$ cat src/rtl/ch_pkg.sv
// ch_pkg: codes and helpers shared by the channel blocks (di_ch, do_ch).
package ch_pkg;

    // Safe-value selection codes, shared with the output channel.
    localparam logic [7:0] DO_MIN  = 8'h00;
    localparam logic [7:0] DO_MAX  = 8'h01;
    localparam logic [7:0] DO_KEEP = 8'h02;
    localparam logic [7:0] DO_SET  = 8'h03;

    // LED control codes.
    localparam logic [1:0] LED_ON    = 2'b00;
    localparam logic [1:0] LED_OFF   = 2'b01;
    localparam logic [1:0] LED_BLINK = 2'b10;

    // Default status base and config register offsets from the channel base.
    localparam logic [11:0] STAT_ADD_DEF   = 12'd2112;
    localparam logic [11:0] OFS_CH_EN      = 12'd0;
    localparam logic [11:0] OFS_DIAG_EN    = 12'd1;
    localparam logic [11:0] OFS_FILTER     = 12'd2;
    localparam logic [11:0] OFS_DIAG_CYCLE = 12'd3;
    localparam logic [11:0] OFS_SAFE_TYPE  = 12'd5;
    localparam logic [11:0] OFS_SAFE_VALUE = 12'd6;
    localparam logic [11:0] OFS_TEST_DELAY = 12'd8;

    // Line-test sequencer states.
    typedef enum logic [1:0] {
        ST_IDLE   = 2'd0,
        ST_SETTLE = 2'd1,
        ST_CHECK  = 2'd2,
        ST_WAIT   = 2'd3
    } diag_state_e;

    // Scale an 8-bit configured count by a clock-count unit.
    function automatic logic [31:0] scale_ticks(input logic [7:0] n, input int unsigned unit);
        return {24'd0, n} * unit;
    endfunction

endpackage

$ cat src/rtl/di_debounce.sv
// di_debounce: two-flop synchroniser plus stable-time filter that can be frozen.
module di_debounce
    import ch_pkg::*;
#(
    parameter int unsigned CLK_100US = 5000
) (
    input  logic       clk,
    input  logic       rst_n,
    input  logic       din,
    input  logic       freeze,
    input  logic [7:0] filter,
    output logic       din_sync,
    output logic       di_filt
);

    logic [1:0]  sync_q, sync_d;
    logic [31:0] cnt_q, cnt_d;
    logic        filt_q, filt_d;
    logic [31:0] limit;

    assign limit = scale_ticks(filter, CLK_100US);

    // Accept a new level only after it has differed from the filtered value for 'limit' clocks.
    always_comb begin
        sync_d = {sync_q[0], din};
        cnt_d  = cnt_q;
        filt_d = filt_q;
        if (!freeze) begin
            if (sync_q[1] == filt_q) begin
                cnt_d = '0;
            end else if (cnt_q + 32'd1 >= limit) begin
                filt_d = sync_q[1];
                cnt_d  = '0;
            end else begin
                cnt_d = cnt_q + 32'd1;
            end
        end
    end

    // Synchroniser and filter state.
    always_ff @(posedge clk or negedge rst_n) begin
        if (!rst_n) begin
            sync_q <= '0;
            cnt_q  <= '0;
            filt_q <= 1'b0;
        end else begin
            sync_q <= sync_d;
            cnt_q  <= cnt_d;
            filt_q <= filt_d;
        end
    end

    assign din_sync = sync_q[1];
    assign di_filt  = filt_q;

endmodule

$ cat src/rtl/di_ch.sv
// di_ch: digital-input channel with debounce, line-test diagnosis and fault substitution.
module di_ch
    import ch_pkg::*;
#(
    parameter logic [11:0] CH_ADD    = 12'd0,
    parameter logic [11:0] STAT_ADD  = STAT_ADD_DEF,
    parameter int unsigned CLK_500US = 25000,
    parameter int unsigned CLK_100US = 5000,
    parameter int unsigned CNT_STUCK = 5,
    parameter int unsigned FAIL_N    = 5
) (
    input  logic        i_clk,
    input  logic        i_rst_n,
    input  logic        i_din,
    input  logic        fault,
    input  logic [11:0] im_paraddr,
    input  logic        i_parwren,
    input  logic [7:0]  im_pardata,
    input  logic [11:0] im_rdaddr,
    input  logic        i_rden,
    output logic [7:0]  om_rddata,
    output logic        o_test_pulse,
    output logic [1:0]  led_ctrl
);

    localparam logic [11:0] A_CH_EN      = CH_ADD + OFS_CH_EN;
    localparam logic [11:0] A_DIAG_EN    = CH_ADD + OFS_DIAG_EN;
    localparam logic [11:0] A_FILTER     = CH_ADD + OFS_FILTER;
    localparam logic [11:0] A_DIAG_CYCLE = CH_ADD + OFS_DIAG_CYCLE;
    localparam logic [11:0] A_SAFE_TYPE  = CH_ADD + OFS_SAFE_TYPE;
    localparam logic [11:0] A_SAFE_VALUE = CH_ADD + OFS_SAFE_VALUE;
    localparam logic [11:0] A_TEST_DELAY = CH_ADD + OFS_TEST_DELAY;
    localparam logic [11:0] A_STAT_VAL   = STAT_ADD;
    localparam logic [11:0] A_STAT_DIAG  = STAT_ADD + 12'd1;
    localparam int          HI_W         = $clog2(CNT_STUCK + 1);
    localparam logic [HI_W-1:0] HI_MAX   = HI_W'(CNT_STUCK);

    logic [7:0]        ch_en_q, ch_en_d, diag_en_q, diag_en_d, filter_q, filter_d;
    logic [7:0]        diag_cycle_q, diag_cycle_d, safe_type_q, safe_type_d;
    logic [7:0]        safe_value_q, safe_value_d, test_delay_q, test_delay_d;
    logic [7:0]        om_rddata_q, om_rddata_d, rd_data;
    logic [1:0]        fault_sync_q, fault_sync_d;
    logic              keep_val_q, keep_val_d, di_val_q, di_val_d;
    diag_state_e       state_q, state_d;
    logic [31:0]       timer_q, timer_d, cyc_cnt_q, cyc_cnt_d;
    logic [HI_W-1:0]   hi_cnt_q, hi_cnt_d;
    logic              fail_q, fail_d, pulse_q, pulse_d, diag_res_q, diag_res_d;
    logic [FAIL_N-1:0] fail_sh_q, fail_sh_d;
    logic              din_sync, di_filt, debounce_freeze, diag_active;
    logic [31:0]       settle_ticks, window_ticks, cyc_ticks;

    assign debounce_freeze = (state_q != ST_IDLE);
    assign diag_active     = (ch_en_q == 8'h01) && (diag_en_q == 8'h01);
    assign settle_ticks    = scale_ticks({4'd0, test_delay_q[3:0]}, CLK_500US);
    assign window_ticks    = scale_ticks({4'd0, test_delay_q[7:4]}, CLK_500US);
    assign cyc_ticks       = scale_ticks(diag_cycle_q, 200 * CLK_500US);

    di_debounce #(.CLK_100US(CLK_100US)) u_debounce (
        .clk      (i_clk),
        .rst_n    (i_rst_n),
        .din      (i_din),
        .freeze   (debounce_freeze),
        .filter   (filter_q),
        .din_sync (din_sync),
        .di_filt  (di_filt)
    );

    // Configuration register writes; unknown addresses are ignored.
    always_comb begin
        ch_en_d      = ch_en_q;
        diag_en_d    = diag_en_q;
        filter_d     = filter_q;
        diag_cycle_d = diag_cycle_q;
        safe_type_d  = safe_type_q;
        safe_value_d = safe_value_q;
        test_delay_d = test_delay_q;
        if (i_parwren) begin
            case (im_paraddr)
                A_CH_EN:      ch_en_d      = im_pardata;
                A_DIAG_EN:    diag_en_d    = im_pardata;
                A_FILTER:     filter_d     = im_pardata;
                A_DIAG_CYCLE: diag_cycle_d = im_pardata;
                A_SAFE_TYPE:  safe_type_d  = im_pardata;
                A_SAFE_VALUE: safe_value_d = im_pardata;
                A_TEST_DELAY: test_delay_d = im_pardata;
                default:      ;
            endcase
        end
    end

    // Read mux; the registered read data holds while no read is strobed.
    always_comb begin
        rd_data = 8'h00;
        case (im_rdaddr)
            A_CH_EN:      rd_data = ch_en_q;
            A_DIAG_EN:    rd_data = diag_en_q;
            A_FILTER:     rd_data = filter_q;
            A_DIAG_CYCLE: rd_data = diag_cycle_q;
            A_SAFE_TYPE:  rd_data = safe_type_q;
            A_SAFE_VALUE: rd_data = safe_value_q;
            A_TEST_DELAY: rd_data = test_delay_q;
            A_STAT_VAL:   rd_data = {7'd0, di_val_q};
            A_STAT_DIAG:  rd_data = {7'd0, diag_res_q};
            default:      rd_data = 8'h00;
        endcase
        om_rddata_d = i_rden ? rd_data : om_rddata_q;
    end

    // Fault path: remember the filtered input on fault onset, substitute the safe value while active.
    always_comb begin
        fault_sync_d = {fault_sync_q[0], fault};
        keep_val_d   = keep_val_q;
        di_val_d     = di_filt;
        if (fault_sync_q == 2'b01) begin
            keep_val_d = di_filt;
        end
        if (fault_sync_q[1]) begin
            case (safe_type_q)
                DO_MIN:  di_val_d = 1'b0;
                DO_MAX:  di_val_d = 1'b1;
                DO_KEEP: di_val_d = keep_val_q;
                DO_SET:  di_val_d = safe_value_q[0];
                default: di_val_d = di_val_q;
            endcase
        end
    end

    // Line-test sequencer; the timer counts test clocks including the current one, so the pulse lasts 'window' clocks.
    always_comb begin
        state_d   = state_q;
        timer_d   = timer_q;
        cyc_cnt_d = cyc_cnt_q;
        hi_cnt_d  = hi_cnt_q;
        fail_d    = fail_q;
        fail_sh_d = fail_sh_q;
        pulse_d   = pulse_q;
        if (!diag_active) begin
            state_d   = ST_IDLE;
            timer_d   = '0;
            cyc_cnt_d = '0;
            hi_cnt_d  = '0;
            fail_d    = 1'b0;
            fail_sh_d = '0;
            pulse_d   = 1'b0;
        end else begin
            case (state_q)
                ST_IDLE: begin
                    if (di_filt) begin
                        state_d  = ST_SETTLE;
                        pulse_d  = 1'b1;
                        timer_d  = 32'd1;
                        hi_cnt_d = '0;
                        fail_d   = 1'b0;
                    end
                end
                ST_SETTLE: begin
                    timer_d = timer_q + 32'd1;
                    if (timer_q >= settle_ticks) begin
                        if (window_ticks <= settle_ticks) begin
                            state_d   = ST_WAIT;
                            pulse_d   = 1'b0;
                            cyc_cnt_d = '0;
                        end else begin
                            state_d = ST_CHECK;
                        end
                    end
                end
                ST_CHECK: begin
                    timer_d = timer_q + 32'd1;
                    if (din_sync) begin
                        if (hi_cnt_q != HI_MAX) begin
                            hi_cnt_d = hi_cnt_q + HI_W'(1);
                        end
                    end else begin
                        hi_cnt_d = '0;
                    end
                    fail_d = fail_q | (hi_cnt_d == HI_MAX);
                    if (timer_q >= window_ticks) begin
                        state_d   = ST_WAIT;
                        pulse_d   = 1'b0;
                        cyc_cnt_d = '0;
                        fail_sh_d = {fail_sh_q[FAIL_N-2:0], fail_d};
                    end
                end
                ST_WAIT: begin
                    cyc_cnt_d = cyc_cnt_q + 32'd1;
                    if (cyc_cnt_q >= cyc_ticks) begin
                        state_d   = ST_IDLE;
                        timer_d   = '0;
                        cyc_cnt_d = '0;
                    end
                end
                default: state_d = ST_IDLE;
            endcase
        end
        diag_res_d = (&fail_sh_q) && (diag_en_q == 8'h01);
    end

    // State registers for configuration, fault path, sequencer and read port.
    always_ff @(posedge i_clk or negedge i_rst_n) begin
        if (!i_rst_n) begin
            ch_en_q      <= '0;
            diag_en_q    <= '0;
            filter_q     <= '0;
            diag_cycle_q <= '0;
            safe_type_q  <= '0;
            safe_value_q <= '0;
            test_delay_q <= '0;
            om_rddata_q  <= '0;
            fault_sync_q <= '0;
            keep_val_q   <= 1'b0;
            di_val_q     <= 1'b0;
            state_q      <= ST_IDLE;
            timer_q      <= '0;
            cyc_cnt_q    <= '0;
            hi_cnt_q     <= '0;
            fail_q       <= 1'b0;
            fail_sh_q    <= '0;
            pulse_q      <= 1'b0;
            diag_res_q   <= 1'b0;
        end else begin
            ch_en_q      <= ch_en_d;
            diag_en_q    <= diag_en_d;
            filter_q     <= filter_d;
            diag_cycle_q <= diag_cycle_d;
            safe_type_q  <= safe_type_d;
            safe_value_q <= safe_value_d;
            test_delay_q <= test_delay_d;
            om_rddata_q  <= om_rddata_d;
            fault_sync_q <= fault_sync_d;
            keep_val_q   <= keep_val_d;
            di_val_q     <= di_val_d;
            state_q      <= state_d;
            timer_q      <= timer_d;
            cyc_cnt_q    <= cyc_cnt_d;
            hi_cnt_q     <= hi_cnt_d;
            fail_q       <= fail_d;
            fail_sh_q    <= fail_sh_d;
            pulse_q      <= pulse_d;
            diag_res_q   <= diag_res_d;
        end
    end

    assign om_rddata    = om_rddata_q;
    assign o_test_pulse = pulse_q;
    assign led_ctrl     = (ch_en_q != 8'h01) ? LED_OFF : (diag_res_q ? LED_BLINK : LED_ON);

endmodule

$ cat config.mk
export PLATFORM = sky130hd
export DESIGN_NAME = di_ch
export DESIGN_NICKNAME = d
export VERILOG_FILES = /design/src/rtl/ch_pkg.sv /design/src/rtl/di_debounce.sv /design/src/rtl/di_ch.sv
export SDC_FILE = /design/constraint.sdc
export NUM_CORES = 1
export LEC_CHECK = 0
export CAP_MARGIN = 10
export CORE_MARGIN = 8
export CORE_UTILIZATION = 55
export CTS_CLUSTER_SIZE = 24
export DETAILED_ROUTE_END_ITERATION = 16
export PLACE_DENSITY = 0.73
export SETUP_SLACK_MARGIN = 0.5
export SLEW_MARGIN = 0
export SYNTH_ARGS = -nofsm -noshare
export SYNTH_HDL_FRONTEND = slang
export SYNTH_SLANG_ARGS = --single-unit
export TNS_END_PERCENT = 30
$ cat constraint.sdc
create_clock -name i_clk -period 6.5 [get_ports i_clk]
set_input_delay 0.65 -clock i_clk [delete_from_list [all_inputs] [get_ports i_clk]]
set_output_delay 0.65 -clock i_clk [all_outputs]
set_load 0.02 [all_outputs]
Word level (Yosys, flattened, before mapping)

Cells that the tools add are included.

$add $sub $neg: 4
$mul: 4
Order comparisons: 5
Equal/unequal tests: 38
Mux-type cells: 43
Bitwise gates (word level): 3
Reductions and logical operators: 23

Operator list:

| kind                                                | count |
|---|---|
| 2-to-1 mux 32 bit                                   | 10 |
| one-hot mux 32 bit (3 select lines)                 | 2 |
| adder 32 x 1 -> 32 bit (second input constant)      | 3 |
| one-hot mux 8 bit (9 select lines)                  | 1 |
| >= comparator 32 x 19 -> 1 bit                      | 2 |
| == test 12 x 2 -> 1 bit (second input constant)     | 4 |
| == test 12 x 3 -> 1 bit (second input constant)     | 4 |
| >= comparator 32 x 21 -> 1 bit                      | 1 |
| >= comparator 32 x 31 -> 1 bit                      | 1 |
| multiplier 4 x 12 -> 16 bit (second input constant) | 2 |
| multiplier 8 x 17 -> 25 bit (second input constant) | 1 |
| == test 12 x 1 -> 1 bit (second input constant)     | 2 |
| == test 12 bit (second input constant)              | 2 |
| == test 12 x 4 -> 1 bit (second input constant)     | 2 |
| == test 8 x 1 -> 1 bit (second input constant)      | 3 |
| zero test 12 bit                                    | 2 |
| AND reduction 2 bit                                 | 10 |
| <= comparator 19 bit                                | 1 |
| multiplier 8 x 10 -> 18 bit (second input constant) | 1 |
| 2-to-1 mux 3 bit                                    | 6 |
| == test 8 x 2 -> 1 bit (second input constant)      | 2 |
| 2-to-1 mux 5 bit                                    | 3 |
| inequality test 3 bit (second input constant)       | 5 |
| 2-to-1 mux 2 bit                                    | 7 |
| 27 further kinds                                    | 43 |

Register bits after elaboration: 180
Bits of input ports: 38
Output and inout bits: 11
Word-level logic and storage cells: 142

Depth between registers and ports, before layout

Gate-level depths: netlist of the first run.

Depth after elaboration: 10
Depth in mapped cells: 26
Depth with buffers taken out: 24

Cells and area by module

Synthesis of the first run repeated with hierarchy kept, for this count alone.

Cells, all modules: 1636
Area, all modules: 15696.3 µm²

Modules (own cells, without submodules):

| module      | times used | cells an instance | area each (µm²) | seq. area each (µm²) |
|---|---|---|---|---|
| di_ch       | 1          | 1232              | 11984.0         | 3628.5 |
| di_debounce | 1          | 404               | 3712.3          | 875.8 |

Worst setup path before layout of the first run

No wires, ideal clock.

Kind: flip-flop to flip-flop
From: reg diag_cycle_q[6]
To: reg timer_q[24]
Library setup time: 83 ps
Arrival time: 5915 ps
Slack: 502 ps
Cell stages (with the launch flop): 27
Path buffers: 2
Period minus slack after synthesis: 5998 ps
Cell sequence: dfrtp_1 -> inv_1 -> ha_1 -> inv_1 -> fa_1 -> fa_1 -> fa_1 -> ha_1 -> o21a_1 -> o21a_1 -> o211a_1 -> a211oi_1 -> nor2b_1 -> a31oi_1 -> o21ai_0 -> xnor2_1 -> ha_1 -> nand4_1 -> nor3_1 -> o211ai_1 -> o2111ai_1 -> nand2_1 -> buf_2 -> nor2_1 -> clkbuf_1 -> nand4_1 -> o21ai_0

Cells in the longest elaborated chain, start to end: 4

Ends and longest elaborated chain:

| what                            | RTL line     | source |
|---|---|---|
| start: declaration              | di_ch.sv:39  | `logic [7:0] diag_cycle_q, diag_cycle_d, safe_type_q, safe_type_d;` |
| start signal: assignment        | di_ch.sv:225 | `diag_cycle_q <= diag_cycle_d;` |
| multiplier 8 x 17 -> 25 bit     | ch_pkg.sv:35 | `return {24'd0, n} * unit;` |
| >= comparator 32 x 31 -> 1 bit  | di_ch.sv:187 | `if (cyc_cnt_q >= cyc_ticks) begin` |
| inequality test 3 bit (no line) | --           |  |
| AND reduction 2 bit (no line)   | --           |  |
| end signal: assignment          | di_ch.sv:234 | `timer_q <= timer_d;` |
| end: declaration                | di_ch.sv:45  | `logic [31:0] timer_q, timer_d, cyc_cnt_q, cyc_cnt_d;` |

Every way passes these cells.
A chain may end at the register's enable or synchronous reset.

Worst setup path in the final report of the first run

From: reg diag_cycle_q[7]
To: reg cyc_cnt_q[20]

Cells in the longest elaborated chain, start to end: 5

Ends and longest elaborated chain:

| what                                | RTL line     | source |
|---|---|---|
| multiplier 8 x 17 -> 25 bit         | ch_pkg.sv:35 |  |
| >= comparator 32 x 31 -> 1 bit      | di_ch.sv:187 |  |
| 2-to-1 mux 32 bit                   | di_ch.sv:187 |  |
| one-hot mux 32 bit (3 select lines) | di_ch.sv:146 | `case (state_q)` |
| 2-to-1 mux 32 bit                   | di_ch.sv:137 | `if (!diag_active) begin` |
| end signal: assignment              | di_ch.sv:235 | `cyc_cnt_q <= cyc_cnt_d;` |
| end: declaration                    | di_ch.sv:45  |  |

Every way passes these cells.

==> impl_metrics.env, run 1 <==
export IMPL_ctsHoldBuffers=0
export IMPL_post_route_cells_drive_above_1_share=0.132
export IMPL_numCtsBuffers=17
export IMPL_drt_total_wl_mm=39.0
export IMPL_dr_total_vias=13100
export IMPL_io_buffers=48
export IMPL_ys_types=86
export IMPL_rsz0062_at_grt="true"
export IMPL_final_nets=2071
export IMPL_synth_edf_count=0
export IMPL_cts_sinks=180
export IMPL_maxCapViolCount=0
export IMPL_maxSlewViolCount=0
export IMPL_finalSetupViolCount=0
export IMPL_slowest_delay_ns=0.56
export IMPL_drt_iter0_markers=964
export IMPL_num_rows=61
export IMPL_fillers=2227
export IMPL_grt_util_met1=0.293
export IMPL_clk_latency_ns=0.45
export IMPL_worst_setup_path_end_kind="flip-flop"
export IMPL_finalCritPeriodShare=0.898
export IMPL_finalSetupTns_ns=0
export IMPL_fmax_mhz=171
export IMPL_die_h_um=185
export IMPL_grt_overflow=0
export IMPL_diodes=0
export IMPL_tritoncts="done"
export IMPL_path_clk_slew_ns=0.08
export IMPL_clock_root_buffer="clkbuf_16"
export IMPL_antenna_found_initial=0
export IMPL_ant_nets=0
export IMPL_period_minus_slack_ns=5.84
export IMPL_ys_warn_count=0
export IMPL_tightest_slew_ns=1.19
export IMPL_grt_use_met3=0.0333
export IMPL_die_width_um=185
export IMPL_synthTopCellsByArea="dfrtp_1, ha_1, o21ai_0"
export IMPL_final_cell_mix="ha_1, dfrtp_1, inv_1"
export IMPL_placedInstanceArea_sq_mm=0.0165
export IMPL_synthArstFlopShare=1.00
export IMPL_yosys_area_top_type="dfrtp_1"
export IMPL_grt_pass1_wl_mm=62.6
export IMPL_cts_buffer_depth=2
export IMPL_synthToLayoutAreaGrowth_pct=14.2
export IMPL_initial_utilization=0.561
export IMPL_first_pass_iters=5
export IMPL_finalHoldViolCount=0
export IMPL_drc=0
export IMPL_grt_pass1_vias=12600
export IMPL_use_met2=0.385
export IMPL_p_per_area_mw_per_mm2=135
export IMPL_core_sq_mm=0.0279
export IMPL_critical_path_max_fanout=16
export IMPL_synth_area_per_cell_sq_um=9.33
export IMPL_crit_path_top_delay_cell="fa_1"
export IMPL_grt_max_degree=112
export IMPL_ys_seq_area_frac=0.288
export IMPL_synth_fp_nets=1992
export IMPL_synth_ff_type="dfrtp_1"
export IMPL_hp_class="input pin to async pin"
export IMPL_critPathLaunchType="flip-flop"
export IMPL_syn_area_sq_mm=0.0156
export IMPL_worstSetupPathType="flip-flop to flip-flop"
export IMPL_critPathArrivalTime_ns=6.16
export IMPL_synth_cells=1674
export IMPL_grt_use_total=0.225
export IMPL_final_common_cell="ha_1"
export IMPL_ctsHtreeMaxLevel=4
export IMPL_ys_ff_latch=180
export IMPL_p_leak_nw=8.39
export IMPL_multi_input_area_sq_mm=0.0107
export IMPL_viasPerCell=6.10
export IMPL_ir_drop_uv=227
export IMPL_io_pins=49
export IMPL_die_area_sq_mm=0.0340
export IMPL_netlist_area_leader_share=0.288
export IMPL_gp_congestion=0.878
export IMPL_top_usage_layer="met2"
export IMPL_place_hpwl_mm=28.2
export IMPL_drt_wirelength_per_cell_um=18.2
export IMPL_seq_area_sq_mm=0.00451
export IMPL_fin_worst_skew_ns=0.0155
export IMPL_fin_area_sq_mm=0.0178
export IMPL_slew_headroom=0.204
export IMPL_required_ns=6.82
export IMPL_status="completed"
## synthesized netlist by cell type, types with 5 or more instances
| cell | count |
|---|---|
| ha_1 | 248 |
| dfrtp_1 | 180 |
| inv_1 | 144 |
| o21ai_0 | 135 |
| nand2_1 | 113 |
| nor2_1 | 90 |
| a21oi_1 | 71 |
| nand3_1 | 56 |
| mux2_2 | 53 |
| xnor2_1 | 43 |
| nor3_1 | 33 |
| fa_1 | 32 |
| nand4_1 | 31 |
| o31ai_1 | 31 |
| and3_1 | 28 |
| clkbuf_1 | 25 |
| nor2b_1 | 25 |
| xor2_1 | 22 |
| a21o_1 | 21 |
| and2_1 | 21 |
| a31oi_1 | 19 |
| o22ai_1 | 18 |
| o21a_1 | 17 |
| and4_1 | 14 |
| nand2b_1 | 13 |
| nor4_1 | 13 |
| a211oi_1 | 12 |
| mux2i_1 | 10 |
| a221oi_1 | 7 |
| mux4_2 | 7 |
| o211ai_1 | 7 |
| o41ai_1 | 7 |
| a211o_1 | 6 |
| a31o_2 | 6 |
| buf_2 | 6 |
| or2_2 | 6 |
| buf_1 | 5 |
| o21ai_1 | 5 |
| or3_1 | 5 |
| or4_1 | 5 |
## cell type report
type | instances | area share
sequential | 180 | 0.253
multi-input combinational | 1310 | 0.601
timing repair buffer | 99 | 0.0549
clock inverter | 14 | 0.00947
clock buffer | 18 | 0.0246
inverter | 145 | 0.0305
tap | 378 | 0.0265
## final timing paths
path                       slack (ns)                    to  depth (start not counted)            startpoint
setup / recovery                 0.66         cyc_cnt_q[20]                         26       diag_cycle_q[7]
hold / removal                   0.29           timer_q[13]                          1               i_rst_n
hold reg to reg                  0.35  u_debounce.sync_q[1]                          0  u_debounce.sync_q[0]
max in group asynchronous        5.12       diag_cycle_q[4]                          2               i_rst_n
setup reg to reg                 0.66         cyc_cnt_q[20]                         26       diag_cycle_q[7]
min in group i_clk               0.35  u_debounce.sync_q[1]                          0  u_debounce.sync_q[0]
## timing repair
item                                    4_1_cts  5_1_grt
setup buffers                                 6       20
pin swaps                                     2       36
gates resized for setup                      19       92
cloned                                        0        5
endpoints found under the setup margin       88       88
## kinds of logic (layout without fill, tap and decap cells)
kind of cell / count (synthesis) / after routing / share of synthesized area
simple gates: 487 / 488 / 0.166
compound gates: 406 / 407 / 0.167
fa+ha+maj: 280 / 280 / 0.240
buf+inv: 186 / 276 / 0.0474
flops: 180 / 180 / 0.288
mux: 70 / 70 / 0.0547
xor+xnor: 65 / 65 / 0.0365
## flip-flops by register name, indices dropped and copies added (netlist names), 3 cells and up
register,cells
cyc_cnt_q,32
timer_q,32
u_debounce.cnt_q,32
ch_en_q,8
diag_cycle_q,8
diag_en_q,8
filter_q,8
om_rddata,8
safe_type_q,8
safe_value_q,8
test_delay_q,8
fail_sh_q,5
hi_cnt_q,3
## where the power goes
group | switching (mW) | leakage [nW] | internal [mW]
Clock | 0.541 | 0.294 | 0.533
Combinational | 0.120 | 5.63 | 0.0917
Sequential | 0.00633 | 2.46 | 1.12
## critical path: cells and delay by family, from the launching register on
family,cells,cell delay [ns]
and+or+nand+nor,5,0.69
AOI/OAI and AO/OA,11,1.96
buffers and inverters,2,0.34
DFF,1,0.48
xor gates and xnor gates,2,0.30
adders and majority gates,6,1.93
## stage by stage
stage | setup slack (ns) | total power, mW | util | instances | hold slack, ns
CTS | 0.468 | 2.42 | 0.619 | 2117 | 0.338
finish | 0.660 | 2.42 | 0.640 | 2144 | 0.285
global route | 0.422 | 2.50 | 0.640 | 2144 | 0.354
global placement | 0.237 | 1.34 | 0.593 | 2079 | 0.332
detailed placement | 0.0645 | 1.35 | 0.593 | 2079 | 0.351
floorplan | 0.502 | 1.26 | - | 1674 | 0.331
## metal layers
layer	up-vias	routed length [um]
met2	339	19100
met4	0	752
met3	60	1670
met5	-	0
li1	6297	-
met1	6388	17500
No activity file was read; power rests on OpenSTA's default activity.
==> run 2, diff against run 1 <==
- SLEW_MARGIN: 0 -> 20
==> run 2 against run 1 <==
Clock skew down 0.0021 ns. Cell count down 0.33%. Routed wire length down 1.4%. First-iteration DRC count up 2.9%. Critical endpoint is now cyc_cnt_q[29]. Largest power group unchanged.
==> impl_metrics.env, run 2 (synthesis results as in run 1) <==
export IMPL_met1_length_mm=17.4
export IMPL_ir_drop_uv=222
export IMPL_die_width_um=185
export IMPL_num_rows=61
export IMPL_clock_root_buffer="clkbuf_16"
export IMPL_io_pins=49
export IMPL_crit_path_top_delay_cell="fa_1"
export IMPL_met3_length_mm=1.51
export IMPL_fillers=2277
export IMPL_die_h_um=185
export IMPL_drt_iter0_markers=992
export IMPL_grt_max_degree=112
export IMPL_drt_total_wl_mm=38.4
export IMPL_grt_pass1_wl_mm=62.3
export IMPL_utilization=0.637
export IMPL_worst_setup_path_end_kind="flip-flop"
export IMPL_dp_slack_ns=0.0786
export IMPL_maxCapViolCount=0
export IMPL_pwr_share_comb=0.085
export IMPL_wl_met2_mm=18.8
export IMPL_switching_share=0.270
export IMPL_p_per_area_mw_per_mm2=137
export IMPL_critical_path_max_fanout=19
export IMPL_critPathLaunchType="flip-flop"
export IMPL_required_ns=6.83
export IMPL_grt_overflow=0
export IMPL_placedInstanceArea_sq_mm=0.0165
export IMPL_p_clk_frac=0.449
export IMPL_worst_slack_ns=0.657
export IMPL_gp_congestion=0.878
export IMPL_fmax_mhz=171
export IMPL_final_cell_mix="ha_1, dfrtp_1, inv_1"
export IMPL_fin_worst_skew_ns=0.0134
export IMPL_fin_area_sq_mm=0.0177
export IMPL_cts_buffer_depth=2
export IMPL_ant_nets=0
export IMPL_first_pass_iters=6
export IMPL_p_sw_mw=0.656
export IMPL_finalSetupTns_ns=0
export IMPL_critPathArrivalTime_ns=6.17
export IMPL_r2r_cells=26
export IMPL_antenna_found_initial=0
export IMPL_ctsHtreeMaxLevel=4
export IMPL_cts_sinks=180
export IMPL_clk_latency_ns=0.46
export IMPL_synthToLayoutAreaGrowth_pct=13.6
export IMPL_seqPwrFrac=0.466
export IMPL_status="completed"
export IMPL_period_minus_slack_ns=5.84
export IMPL_io_buffers=48
export IMPL_die_area_sq_mm=0.0340
export IMPL_ctsHoldBuffers=0
export IMPL_diodes=0
export IMPL_numCtsBuffers=17
export IMPL_finalCritPeriodShare=0.899
export IMPL_cell_internal_pwr_mw=1.77
export IMPL_fin_hold_ws_ns=0.274
export IMPL_maxSlewViolCount=0
export IMPL_final_common_cell="ha_1"
export IMPL_tightest_slew_ns=1.01
export IMPL_rsz0062_at_grt="false"
export IMPL_drt_wirelength_per_cell_um=18.0
export IMPL_core_sq_mm=0.0279
export IMPL_initial_utilization=0.561
export IMPL_multi_input_area_sq_mm=0.0107
export IMPL_highest_layer="met4"
export IMPL_path_clk_slew_ns=0.08
export IMPL_seq_area_sq_mm=0.00451
export IMPL_reg_top3="cyc_cnt_q (32), timer_q (32), u_debounce.cnt_q (32)"
export IMPL_worstSetupPathType="flip-flop to flip-flop"
export IMPL_viasPerCell=6.07
export IMPL_finalHoldViolCount=0
export IMPL_dr_total_vias=13000
export IMPL_p_leak_nw=8.34
export IMPL_hp_class="input pin to async pin"
export IMPL_grt_pass1_vias=12600
export IMPL_slowest_delay_ns=0.56
export IMPL_slew_headroom=0.324
export IMPL_drc=0
export IMPL_tritoncts="done"
export IMPL_place_hpwl_mm=28.3
export IMPL_post_route_cells_drive_above_1_share=0.124
export IMPL_finalSetupViolCount=0
export IMPL_final_nets=2064
export IMPL_grt_use_total=0.224
run 2: cell types whose count changed in the layout (fill, tap and decap cells not counted), sizes merged:
cell / delta
inv: -1
clkbuf: -3
nand2: -1
buf: -4
nand3: +1
bufinv: +1
run 2: per-stage QoR:
step,power (mW),cells
6_report,2.43,2137
3_3_place_gp,1.34,2079
5_1_grt,2.51,2137
3_5_place_dp,1.35,2079
4_1_cts,2.43,2121
2_1_floorplan,1.26,1674
run 2: worst max-delay path, delay by kind of cell (launching register included):
kind | cells | cell delay (ns)
flops | 1 | 0.46
fa+ha+maj | 6 | 1.95
buf+inv | 2 | 0.35
simple gates | 4 | 0.63
xor+xnor | 2 | 0.28
compound gates | 12 | 2.05
run 2: area by class of cell:
cell class / count / area share
Clock buffer: 18 / 0.0242
Clock inverter: 14 / 0.0104
Inverter: 145 / 0.0307
Multi-Input combinational cell: 1310 / 0.603
Sequential cell: 180 / 0.254
Tap cell: 378 / 0.0267
Timing Repair Buffer: 92 / 0.0509
run 2: power by group through the flow:
| stage | combinational (mW) | sequential [mW] | clock, mW |
|---|---|---|---|
| after floorplan | 0.114 | 1.15 | 0 |
| after global placement | 0.192 | 1.15 | 0 |
| after detailed placement | 0.196 | 1.15 | 0 |
| after CTS | 0.200 | 1.13 | 1.10 |
| after global routing | 0.231 | 1.13 | 1.15 |
| final | 0.207 | 1.13 | 1.09 |
run 2: path summary, 6_finish.rpt:
kind,start,to,slack (ns)
max,diag_cycle_q[7],cyc_cnt_q[29],0.66
min in group i_clk,u_debounce.sync_q[0],u_debounce.sync_q[1],0.35
max in group asynchronous,i_rst_n,diag_cycle_q[4],5.13
min,i_rst_n,timer_q[13],0.27
max reg2reg,diag_cycle_q[7],cyc_cnt_q[29],0.66
min reg2reg,u_debounce.sync_q[0],u_debounce.sync_q[1],0.35
run 2: timing repair:
item,CTS,global route
endpoints found under the setup margin,88,88
pin swaps,6,20
cloned,1,3
resized for setup,21,74
setup buffers,9,13
run 2: routing by layer:
metal,global-route usage,vias up
li1,-,6299
met1,0.292,6318
met2,0.383,298
met3,0.0325,55
met4,0.0632,0
met5,0,-
